[src/rtl/asc_control.sv]
// rtl/asc_control.sv - control FSM for the line-drawer Avalon-MM slave
// Decodes register writes, launches draws, drives status/waitrequest, and aborts stuck draws.
module asc_control #(
  parameter int TIMEOUT_CYCLES = 0
) (
  input  logic       clk,
  input  logic       reset,
  input  logic       i_read,
  input  logic       i_write,
  input  logic [2:0] i_address,
  output logic       o_waitrequest,
  input  logic       i_mode,
  output logic       o_status,
  output logic       o_ld_mode,
  output logic       o_ld_sp,
  output logic       o_ld_ep,
  output logic       o_ld_col,
  output logic       o_start,
  input  logic       i_done,
  output logic       o_abort
);

  localparam int CW = (TIMEOUT_CYCLES > 0) ? $clog2(TIMEOUT_CYCLES + 1) : 1;
  localparam logic [CW-1:0] LIMIT = (TIMEOUT_CYCLES > 0) ? CW'(TIMEOUT_CYCLES - 1) : '0;
  localparam logic WD_EN = (TIMEOUT_CYCLES > 0);

  typedef enum logic [1:0] {IDLE, START, BUSY, FINISH} state_t;

  state_t        state;
  state_t        state_next;
  logic [CW-1:0] cnt;
  logic          go;
  logic          timeout;
  logic          rd_only;

  assign rd_only = i_read & ~i_write;
  assign go      = (state == IDLE) && i_write && (i_address == 3'd2);
  // done has priority over the watchdog in the same cycle
  assign timeout = WD_EN && (state == BUSY) && !i_done && (cnt == LIMIT);

  always_ff @(posedge clk) begin
    if (reset) begin
      state <= IDLE;
    end else begin
      state <= state_next;
    end
  end

  // saturating watchdog counter, cleared on every launch
  always_ff @(posedge clk) begin
    if (reset) begin
      cnt <= '0;
    end else if (state == START) begin
      cnt <= '0;
    end else if ((state == BUSY) && !i_done && (cnt != '1)) begin
      cnt <= cnt + 1'b1;
    end
  end

  always_comb begin
    state_next = state;
    case (state)
      IDLE:    if (go) state_next = START;
      START:   state_next = BUSY;
      BUSY:    if (i_done || timeout) state_next = FINISH;
      FINISH:  state_next = IDLE;
      default: state_next = IDLE;
    endcase
  end

  always_comb begin
    o_waitrequest = 1'b0;
    o_status      = 1'b0;
    o_ld_mode     = 1'b0;
    o_ld_sp       = 1'b0;
    o_ld_ep       = 1'b0;
    o_ld_col      = 1'b0;
    o_start       = 1'b0;
    o_abort       = 1'b0;
    if (!reset) begin
      // stall mode holds writes from the go accept until FINISH
      o_waitrequest = !i_mode && !rd_only && i_write &&
                      (go || (state == START) || (state == BUSY));
      o_status      = (state == START) || (state == BUSY);
      o_start       = (state == START);
      o_abort       = timeout;
      if ((state == IDLE) && i_write && !o_waitrequest) begin
        o_ld_mode = (i_address == 3'd0);
        o_ld_sp   = (i_address == 3'd3);
        o_ld_ep   = (i_address == 3'd4);
        o_ld_col  = (i_address == 3'd5);
      end
    end
  end

endmodule

[config.mk]
export PLATFORM = sky130hd
export DESIGN_NAME = asc_control
export DESIGN_NICKNAME = d
export VERILOG_FILES = /design/src/rtl/asc_control.sv
export SDC_FILE = /design/constraint.sdc
export NUM_CORES = 1
export LEC_CHECK = 0
export CAP_MARGIN = 0
export CELL_PAD_IN_SITES_DETAIL_PLACEMENT = 1
export CELL_PAD_IN_SITES_GLOBAL_PLACEMENT = 1
export CORE_AREA = 2 2 39 41
export DETAILED_ROUTE_END_ITERATION = 12
export DIE_AREA = 0 0 41 43
export GPL_ROUTABILITY_DRIVEN = 0
export HOLD_SLACK_MARGIN = 0.1
export PLACE_DENSITY_LB_ADDON = 0.1
export SYNTH_ARGS = -nofsm -noshare
export SYNTH_HDL_FRONTEND = slang
export SYNTH_SLANG_ARGS = --single-unit
[constraint.sdc]
create_clock -name clk -period 2 [get_ports clk]
set_input_delay 0.3 -clock clk [delete_from_list [all_inputs] [get_ports clk]]
set_output_delay 0.3 -clock clk [all_outputs]
set_load 0.05 [all_outputs]
==> flow_metrics.py <==
metrics = {
    "timing": {
        "period_minus_slack_ns": 1.92,
        "setup_violations": 0,
        "final-hold-violation-count": 0,
        "fmax_mhz": 521,
        "rsz0062_at_grt": "no",
        "skew_ns": 0.00213,
        "slew_violations": 0,
        "timing.final.crit_share": 0.960,
    },
    "routing": {
        "totalWireLength_um": 991,
        "drc": 0,
        "drtPass1Iterations": 2,
        "vias": 336,
        "viasPerCell": 4.67,
        "antenna_left": 0,
        "first_iter_violations": 1,
        "wl_per_cell_um": 13.8,
    },
    "worst_setup_path": {
        "start_kind": "flop",
        "cp_slowest_cell": "o41a_1",
        "worst-path-stages": 6,
        "path_cells": "inv_2, ha_4, inv_2, o41a_1, nor3b_4, buf_12",
        "crit_top_cell": "inv_2",
        "rr_worst_depth": 5,
        "worstSetupPathType": "reg2out",
        "end_kind": "output port",
        "max_stage_delay_ns": 0.35,
        "path_buf_inv": 3,
        "worst_ep_required_time_ns": 1.70,
        "worst_ep_arrival_time_ns": 1.62,
        "path_max_fanout": 5,
        "cp_top_family": "compound AO/OA/AOI/OAI gates",
    },
    "logic_synthesis": {
        "netlist_instances": 35,
        "yosysUniqueCellTypes": 22,
        "synth_nets": 47,
        "synth_common_cells": "5 x inv_1, 3 x ha_1, 3 x nor2_1, 3 x nor2b_1",
        "synth-seq-area-share": 0.153,
        "synth_area_leaders": "dfxtp_1 15%, ha_1 14%, inv_1 7.2%",
        "netlist_area_um2": 262,
        "synth_edf_count": 0,
        "ys_ff_latch": 2,
        "yosys.area.top_type": "dfxtp_1",
        "synth_ff_type": "dfxtp_1",
        "async_reset_ff_frac": 0,
        "syn_avg_cell_area_um2": 7.47,
        "synth_most_common_cell": "inv_1",
        "synth_top_area_share": 0.153,
        "yosys_warnings": 0,
    },
    "clocking": {
        "cts_tree": "done",
        "numCtsBuffers": 3,
        "htreeDepth": 1,
        "clockBufferDepth": 2,
        "clkSinkCount": 2,
        "root_buffer": "clkbuf_4",
        "ctsHoldBuffers": 0,
        "clk_pin_slew_worst_paths_ns": 0.03,
        "clock_latency_ns": 0.22,
    },
    "pwr": {
        "p_per_area_nw_per_um2": 931,
        "irDropWorstVdd_v": 0.000550,
        "p_seq_frac": 0.127,
        "power_switching_uw": 256,
        "p_sw_frac": 0.447,
        "p_int_uw": 318,
        "leakage_nw": 0.245,
        "p_clk_frac": 0.153,
        "pwr-share-comb": 0.720,
    },
    "cells_and_area": {
        "top_regs": "state: 2 flops",
        "regMostFlops": "state",
        "final_core_util": 0.446,
        "drive_gt1_frac": 0.571,
        "largest_reg_flops": 2,
        "area_growth_pct": 136,
        "fin_nets": 70,
        "fin_cells": 72,
        "insertedDiodeCount": 0,
    },
    "placement": {
        "placed_cells": 68,
        "dpl.hpwl_um": 819,
        "port_buffers": 14,
    },
    "die": {
        "start_util": 0.189,
        "fp.coreArea_um2": 1380,
        "fp.dieH_um": 43,
        "std_cell_rows": 14,
        "die_w_um": 41,
        "dieArea_um2": 1760,
        "ios": 17,
    },
    "min_path": {
        "holdPathStages": 2,
        "min_path_type": "reg2reg",
    },
    "global_route": {
        "grt_max_degree": 6,
        "grt_use_total": 0.127,
        "grt.overflow.total": 0,
        "grt_pass1_wl_um": 1480,
        "grt_pass1_vias": 347,
        "antenna_found_initial": 0,
    },
    "flow_run": {
        "cap_viol_max_count": 0,
    },
    "outcome": {
        "status": "completed",
    },
}
[worst min-delay path, cell delays in order (launching register included)]
cell	delay (ns)
dfxtp_2	0.33
nand2_1	0.06
o221ai_1	0.10
[kinds of logic (layout without fill, tap and decap cells)]
| logic type | after synthesis | count (layout) | synth area share |
|---|---|---|---|
| and+or+nand+nor | 15 | 15 | 0.354 |
| other | 1 | 1 | 0.0143 |
| buffers and inverters | 7 | 28 | 0.115 |
| DFF | 2 | 2 | 0.153 |
| AOI/OAI and AO/OA | 7 | 7 | 0.220 |
| adders and majority gates | 3 | 3 | 0.144 |
[metal layers]
| layer | GRT usage | share of wire | up-vias |
|---|---|---|---|
| li1 | - | - | 164 |
| met1 | 0.115 | 0.33 | 155 |
| met2 | 0.247 | 0.58 | 13 |
| met3 | 0.0157 | 0.066 | 4 |
| met4 | 0.0600 | 0.017 | 0 |
| met5 | 0 | 0 | - |
[metrics by stage]
step	total power, mW	setup slack, ns	setup TNS, ns	cell area (um2)	hold WS (ns)
4_1_cts	0.582	0.0165	0	617	0.543
2_1_floorplan	0.274	-0.0183	-0.0183	284	0.373
3_3_place_gp	0.407	0.0690	0	537	0.515
3_5_place_dp	0.426	0.0128	0	537	0.555
5_1_grt	0.607	0.0205	0	617	0.567
6_report	0.574	0.0797	0	617	0.538
[cells in the final DEF (no fill, tap or decap), drive strengths merged]
master         count
o221ai             1
nor2               3
nor3b              2
nand2b             1
o21ai              1
nand2              2
bufbuf             1
nor3               1
o211ai             1
clkbuf             3
inv                6
nor4               1
nor2b              3
clkdlybuf4s50      4
conb               1
and4bb             1
ha                 3
dfxtp              2
nand3              1
o2111ai            2
o41a               1
dlygate4sd2        3
a211oi             1
buf               11
[worst paths after layout]
path / startpoint / end / slack [ns]
setup / recovery: state[0]$_SDFFE_PP0P_ / o_waitrequest / 0.08
hold / removal: state[1]$_SDFFE_PP0P_ / state[1]$_SDFFE_PP0P_ / 0.54
hold reg to reg: state[1]$_SDFFE_PP0P_ / state[1]$_SDFFE_PP0P_ / 0.54
setup reg to reg: state[0]$_SDFFE_PP0P_ / state[0]$_SDFFE_PP0P_ / 0.76
[final cells by class]
| cell class | count | area, um2 |
|---|---|---|
| flip-flops and latches | 2 | 42.5 |
| inverters | 6 | 22.5 |
| clock buffers | 3 | 22.5 |
| repair buffers | 19 | 256 |
| well taps | 16 | 20.0 |
| fillers | 148 | 767 |
| multi-input cells | 26 | 253 |
[timing repair]
action | in CTS | in global routing
resized for setup | 18 | 0
gates cloned | 0 | 0
buffers inserted | 1 | 0
pin swaps | 6 | 1
endpoints found under the setup margin | 4 | 1
[power groups by stage]
| stage | combinational, mW | sequential (mW) | clock, mW |
|---|---|---|---|
| after floorplan | 0.212 | 0.0620 | 0 |
| after global placement | 0.343 | 0.0641 | 0 |
| after detailed placement | 0.360 | 0.0657 | 0 |
| after CTS | 0.422 | 0.0712 | 0.0889 |
| after global routing | 0.441 | 0.0755 | 0.0902 |
| final | 0.413 | 0.0727 | 0.0879 |
No activity file was read; power rests on OpenSTA's default activity.
